$ cat src/rtl/lc3b_types.sv
// rtl/lc3b_types.sv - shared control-unit state and control-signal types
//
// Purpose : types shared by the SLC-3 control unit and datapath.
//   ctrl_state_t : control FSM state encoding (4 bits, shown on LEDs/hex)
//   ctrl_sig_t   : the eight datapath/SRAM control strobes
//   decode_ctrl  : Moore output decode for a state (+ last-wait-cycle flag)
package lc3b_types;

   typedef enum logic [3:0] {
      HALTED = 4'd0,
      FETCH1 = 4'd1,
      FETCH2 = 4'd2,
      FETCH3 = 4'd3,
      PAUSE  = 4'd4
   } ctrl_state_t;

   typedef struct packed {
      logic load_mar;
      logic load_pc;
      logic load_mdr;
      logic load_ir;
      logic gate_pc;
      logic gate_mdr;
      logic mem_ce;
      logic mem_oe;
   } ctrl_sig_t;

   // last_wait is high on the final SRAM read cycle of FETCH2, the only
   // cycle in which the read data is valid for MDR to capture.
   function automatic ctrl_sig_t decode_ctrl(input ctrl_state_t state,
                                             input logic        last_wait);
      ctrl_sig_t sig;
      sig = '0;
      case (state)
         FETCH1: begin
            sig.gate_pc  = 1'b1;
            sig.load_mar = 1'b1;
            sig.load_pc  = 1'b1;
         end
         FETCH2: begin
            sig.mem_ce   = 1'b1;
            sig.mem_oe   = 1'b1;
            sig.load_mdr = last_wait;
         end
         FETCH3: begin
            sig.gate_mdr = 1'b1;
            sig.load_ir  = 1'b1;
         end
         default: sig = '0;
      endcase
      return sig;
   endfunction

endpackage

$ cat src/rtl/fetch_control.sv
// rtl/fetch_control.sv - SLC-3 instruction fetch sequencer
//
// Purpose : Moore FSM sequencing MAR<-PC, PC<-PC+1, MDR<-M[MAR], IR<-MDR,
//           then pausing until Continue; Run starts it from HALTED.
// Parameter MEM_WAIT : SRAM read cycles per access (1..15).
// Ports:
//   Clk       in   rising-edge clock
//   Reset     in   async active-high, forces HALTED
//   Run       in   debounced level, rising edge starts fetching from HALTED
//   Continue  in   debounced level, rising edge leaves PAUSE
//   load_mar, load_pc, load_mdr, load_ir   out  datapath load strobes
//   gate_pc, gate_mdr                      out  data-bus drivers
//   mem_ce, mem_oe, mem_we                 out  SRAM strobes (active-high)
//   state_dbg[3:0]                         out  current state code
module fetch_control
   import lc3b_types::*;
#(
   parameter int MEM_WAIT = 2
) (
   input  logic       Clk,
   input  logic       Reset,
   input  logic       Run,
   input  logic       Continue,
   output logic       load_mar,
   output logic       load_pc,
   output logic       load_mdr,
   output logic       load_ir,
   output logic       gate_pc,
   output logic       gate_mdr,
   output logic       mem_ce,
   output logic       mem_oe,
   output logic       mem_we,
   output logic [3:0] state_dbg
);

   localparam logic [3:0] WAIT_LAST = 4'(MEM_WAIT - 1);

   ctrl_state_t r_state;
   logic [3:0]  r_wait;
   logic        r_run_q;
   logic        r_cont_q;

   logic        w_run_rise;
   logic        w_cont_rise;
   logic        w_last_wait;
   ctrl_sig_t   w_sig;

   assign w_run_rise  = Run & ~r_run_q;
   assign w_cont_rise = Continue & ~r_cont_q;
   assign w_last_wait = (r_wait == WAIT_LAST);

   // Edge registers reset to 1 so a button held through reset is not
   // mistaken for a fresh press once reset drops.
   always_ff @(posedge Clk or posedge Reset) begin
      if (Reset) begin
         r_state  <= HALTED;
         r_wait   <= 4'd0;
         r_run_q  <= 1'b1;
         r_cont_q <= 1'b1;
      end else begin
         r_run_q  <= Run;
         r_cont_q <= Continue;
         case (r_state)
            HALTED: if (w_run_rise) r_state <= FETCH1;
            FETCH1: begin
               r_state <= FETCH2;
               r_wait  <= 4'd0;
            end
            FETCH2: begin
               if (w_last_wait) begin
                  r_state <= FETCH3;
                  r_wait  <= 4'd0;
               end else begin
                  r_wait  <= r_wait + 4'd1;
               end
            end
            FETCH3: r_state <= PAUSE;
            PAUSE:  if (w_cont_rise) r_state <= FETCH1;
            default: begin
               r_state <= HALTED;
               r_wait  <= 4'd0;
            end
         endcase
      end
   end

   // Outputs decode only the state register and wait counter, so an async
   // reset clears them at once without waiting for a clock edge.
   assign w_sig     = decode_ctrl(r_state, w_last_wait);
   assign load_mar  = w_sig.load_mar;
   assign load_pc   = w_sig.load_pc;
   assign load_mdr  = w_sig.load_mdr;
   assign load_ir   = w_sig.load_ir;
   assign gate_pc   = w_sig.gate_pc;
   assign gate_mdr  = w_sig.gate_mdr;
   assign mem_ce    = w_sig.mem_ce;
   assign mem_oe    = w_sig.mem_oe;
   assign mem_we    = 1'b0;
   assign state_dbg = r_state;

endmodule
$ cat config.mk
export PLATFORM = sky130hd
export DESIGN_NAME = fetch_control
export DESIGN_NICKNAME = d
export VERILOG_FILES = /design/src/rtl/lc3b_types.sv /design/src/rtl/fetch_control.sv
export SDC_FILE = /design/constraint.sdc
export NUM_CORES = 1
export LEC_CHECK = 0
export BUFFER_PORTS_ARGS = -buffer_cell sky130_fd_sc_hd__buf_2
export CELL_PAD_IN_SITES_DETAIL_PLACEMENT = 0
export CELL_PAD_IN_SITES_GLOBAL_PLACEMENT = 1
export CORE_AREA = 5 5 47 49
export CTS_CLUSTER_SIZE = 16
export DETAILED_ROUTE_END_ITERATION = 8
export DIE_AREA = 0 0 52 54
export PLACE_DENSITY_LB_ADDON = 0.1
export REMOVE_ABC_BUFFERS = 1
export SLEW_MARGIN = 10
export SYNTH_ARGS = -nofsm -noshare
export SYNTH_HDL_FRONTEND = slang
export SYNTH_SLANG_ARGS = --single-unit
$ cat constraint.sdc
create_clock -name Clk -period 4.1 [get_ports Clk]
set_input_delay 1.23 -clock Clk [delete_from_list [all_inputs] [get_ports Clk]]
set_output_delay 1.23 -clock Clk [all_outputs]
set_load 0.005 [all_outputs]
Yosys cells after proc, flatten, opt, wreduce, memory -nomap -nowiden
Cells that the tools add are included.

operators by class
  shifts and indexed selects = 0
  add/subtract/negate cells = 1
  div/mod/pow operators = 0
  bitwise gates (word level) = 4
  equal/unequal tests = 8
  muxes and demuxes = 11
  multiply operators = 0
  reductions and logical operators = 3
  $lt $le $gt $ge = 0

operators by type and width
  cell                                                 count
  case mux 4 bit (5 select lines)                      1
  2-to-1 mux 4 bit                                     4
  equality test 4 x 1 -> 1 bit, second input constant  2
  equality test 4 x 2 -> 1 bit, second input constant  2
  case mux 4 bit (2 select lines)                      1
  inequality test 2 bit, second input constant         3
  adder 4 x 1 -> 4 bit, second input constant          1
  equality test 4 x 3 -> 1 bit, second input constant  1
  logical NOT 4 bit                                    1
  2-to-1 mux 2 bit                                     2
  2-to-1 mux 1 bit                                     3
  AND reduction 3 bit                                  1
  OR reduction 3 bit                                   1
  AND 1 bit                                            2
  inverter 1 bit                                       2

storage, ports and cells
  bits of input ports = 4
  bits in read-only memories = 0
  register bits = 10
  bits in latches = 0
  RAM bits = 0
  memories kept = 0

Depth between registers and ports, before layout
  depth in word-level cells = 4
  mapped depth = 5

Worst setup path after synthesis
No wires, ideal clock.

  path type = register to output
  start point = reg r_state[0] (netlist: state_dbg[0])
  end point = out load_mar
  path buffers = 2
  arrival = 1.177 ns
  slack = 1.693 ns
  data required time = 2.870 ns
  stages on the path, launching flop included = 4
  cell sequence = dfrtp_1 -> clkbuf_1 -> nor3b_1 -> buf_4

on the way
  word-level cells in the longest chain between the ends = 2

ends and longest elaborated chain
  item                          RTL line             text
  from (decl)                   fetch_control.sv:38  ctrl_state_t r_state;
  from (signal assigned)        fetch_control.sv:56  r_state <= HALTED;
  from (signal assigned)        fetch_control.sv:64  HALTED: if (w_run_rise) r_state <= FETCH1;
  from (signal assigned)        fetch_control.sv:66  r_state <= FETCH2;
  equality test 4 x 1 -> 1 bit  lc3b_types.sv:34     case (state)
  2-to-1 mux 2 bit              lc3b_types.sv:34
  to (decl)                     fetch_control.sv:24  output logic load_mar,

No other way between the ends.

Worst setup path in the final report
  start point = reg r_wait[1]
  end point = out load_mdr

on the way
  word-level cells in the longest chain between the ends = 2

ends and longest elaborated chain
  item                          RTL line             text
  from (decl)                   fetch_control.sv:39  logic [3:0] r_wait;
  from (signal assigned)        fetch_control.sv:74  r_wait <= r_wait + 4'd1;
  equality test 4 x 1 -> 1 bit  fetch_control.sv:50  assign w_last_wait = (r_wait == WAIT_LAST);
  2-to-1 mux 1 bit              lc3b_types.sv:34
  to (decl)                     fetch_control.sv:26  output logic load_mdr,

No other way between the ends.

==> flow_metrics.tcl <==
set metrics [dict create \
    dieArea_mm2 0.00281 \
    wl_per_cell_um 11.2 \
    avgSynthCellArea_um2 9.93 \
    htree_levels 1 \
    cp.arrival_ns 1.55 \
    antenna_cells 0 \
    min_period_ns 2.78 \
    holdCritStartpoint "r_wait[0]" \
    grt_max_degree 12 \
    ys_ff_latch 9 \
    synth_area_um2 497 \
    groute.usage.overall_pct 8.46 \
    layout-drive-gt1-share_pct 32.3 \
    end_kind "primary output" \
    cp-startpoint "r_wait[1]" \
    synth_ff_type "dfrtp_1" \
    grt_pass1_vias 336 \
    yosysTopAreaCellShare_pct 35.3 \
    leakage_uw 0.000284 \
    io_pins 17 \
    ctsResizeCount 0 \
    finalHoldViolations 0 \
    ys_seq_area_share_pct 45.8 \
    cts_root_buf "clkbuf_4" \
    timing.rr.start "r_wait[1]" \
    cts_tree "built" \
    numCtsBuffers 3 \
    area_growth_pct 17.1 \
    drc 0 \
    outcome "completed" \
    cts.sinks 9 \
    clk_path_buf_depth 2 \
    post-cts-setup-buffers 0 \
    max_cap_viol_count 0 \
    rows 16 \
    crit_path_start_kind "flip-flop" \
    async_flop_share_pct 100 \
    drt_iter0_drc 2 \
    fin_cells 89 \
    start_util_pct 27.3 \
    final_max_slew_viol_count 0 \
    gp_congestion 0.674 \
    die_h_um 54 \
    synth_top_cells_by_area "dfrtp_1 35%, dfstp_2 11%, buf_4 9.1%" \
    pwr_density_cell_mw_per_mm2 670 \
    synth_area_leader_cell "dfrtp_1" \
    die_x_um 52 \
    clkTransAtPathRegs_ns 0.06 \
    min_path_type "reg -> reg" \
    path_class "reg -> out" \
    dp_hpwl_um 796 \
    yosys.cell_types.count 26 \
    syn_inst 50 \
    synth_commonest_cells "7 x dfrtp_1, 6 x buf_4, 5 x a21oi_1" \
    setup_tns_ns 0 \
    rsz0062_at_grt "no" \
    viasPerCell 4.10 \
    port-buffer-count 14 \
    peakVddDrop_v 0.000224 \
    drtAntennaViolNets 0 \
    finalSetupViolations 0 \
    cp_max_fo 5 \
    grt_pass1_wl_mm 1.66 \
    yosysMostFrequentCell "dfrtp_1" \
    max_freq_ghz 0.360 \
    antenna_found_initial 0 \
    post-place-cells 85 \
    fin_skew_ns 0.00497 \
    core-area_mm2 0.00182 \
    clk_latency_ns 0.26 \
    wl_um 994 \
    cp.required_ns 2.87 \
    yosys_warnings 0 \
    n_fill_cell 210 \
    synth_edf_count 0 \
    cts_hold_repair.buffers 0 \
    drtPass1Iterations 2 \
    finalCritPeriodShare_pct 67.8 \
    post-route-util_pct 31.9 \
    nNetsFinal 69 \
    vias 365 \
    overflow 0 \
]
metal layers:
| layer | part of all wire (%) | GRT usage, % | up-vias |
|---|---|---|---|
| met1 | 46 | 10.9 | 163 |
| met2 | 47 | 11.3 | 8 |
| met4 | 0.80 | 5.24 | 0 |
| met5 | 0 | 0 | - |
| met3 | 5.6 | 3.88 | 2 |
| li1 | - | - | 192 |
worst paths after layout:
kind	cells past startpoint	to	slack [ns]
setup / recovery	5	load_mdr	1.32
hold / removal	1	r_wait[0]	0.53
setup reg to reg	5	state_dbg[0]	2.69
hold reg to reg	1	r_wait[0]	0.53
max in group asynchronous	2	r_run_q	2.88
min in group asynchronous	2	state_dbg[1]	0.92
layout make-up:
cell class              instances  area [µm²]  share of cell area [%]
flip-flops and latches          9         228                    39.1
multi-input cells              33         216                    37.2
repair buffers                 14        70.1                    12.0
well taps                      27        33.8                    5.81
clock buffers                   4        26.3                    4.52
inverters                       2        7.51                    1.29
critical path, cell delays in order, from the launching register on:
cell and delay [ns]:
dfrtp_1 0.39, inv_1 0.08, ha_1 0.12, or3b_1 0.42
nor3_1 0.15, buf_2 0.14
report_power, final:
part	internal, µW	leakage (µW)	switching (µW)
sequential	114	0.000113	40.1
clock	37.4	0.0000150	29.5
combinational	81.6	0.000156	87.2
total	233	0.000284	157
registers in the layout, indices dropped and copies added, names as in the netlist:
signal,cells
state_dbg,3
r_run_q,1
r_wait,4
r_cont_q,1
placed cells by master (no fill, tap or decap), drive strengths merged, types with 2 or more instances in the layout:
| cell | n |
|---|---|
| nand3 | 3 |
| dfstp | 2 |
| conb | 2 |
| ha | 2 |
| a21oi | 5 |
| nor2b | 2 |
| nor3b | 2 |
| buf | 14 |
| clkbuf | 4 |
| nand2 | 2 |
| dfrtp | 7 |
| nand2b | 3 |
| inv | 2 |
stage by stage:
step	setup WS, ns	area [µm²]	power [µW]	hold slack (ns)
3_5_place_dp	1.58	556	330	0.527
4_1_cts	1.30	582	400	0.535
5_1_grt	1.20	582	439	0.558
3_3_place_gp	1.61	556	335	0.505
2_1_floorplan	1.73	452	253	0.465
6_report	1.32	582	390	0.530
cells by family (layout without fill, tap and decap cells):
family                     Yosys count  in the layout  share of synthesized area, %
adders and majority gates            2              2                          5.04
DFF                                  9              9                          45.8
and+or+nand+nor                     18             18                          22.4
buffers and inverters                9             20                          11.3
AOI/OAI and AO/OA                   10             10                          12.6
other                                1              2                         0.755
muxes                                1              1                          2.02
Power figures use the tool's default switching activity.
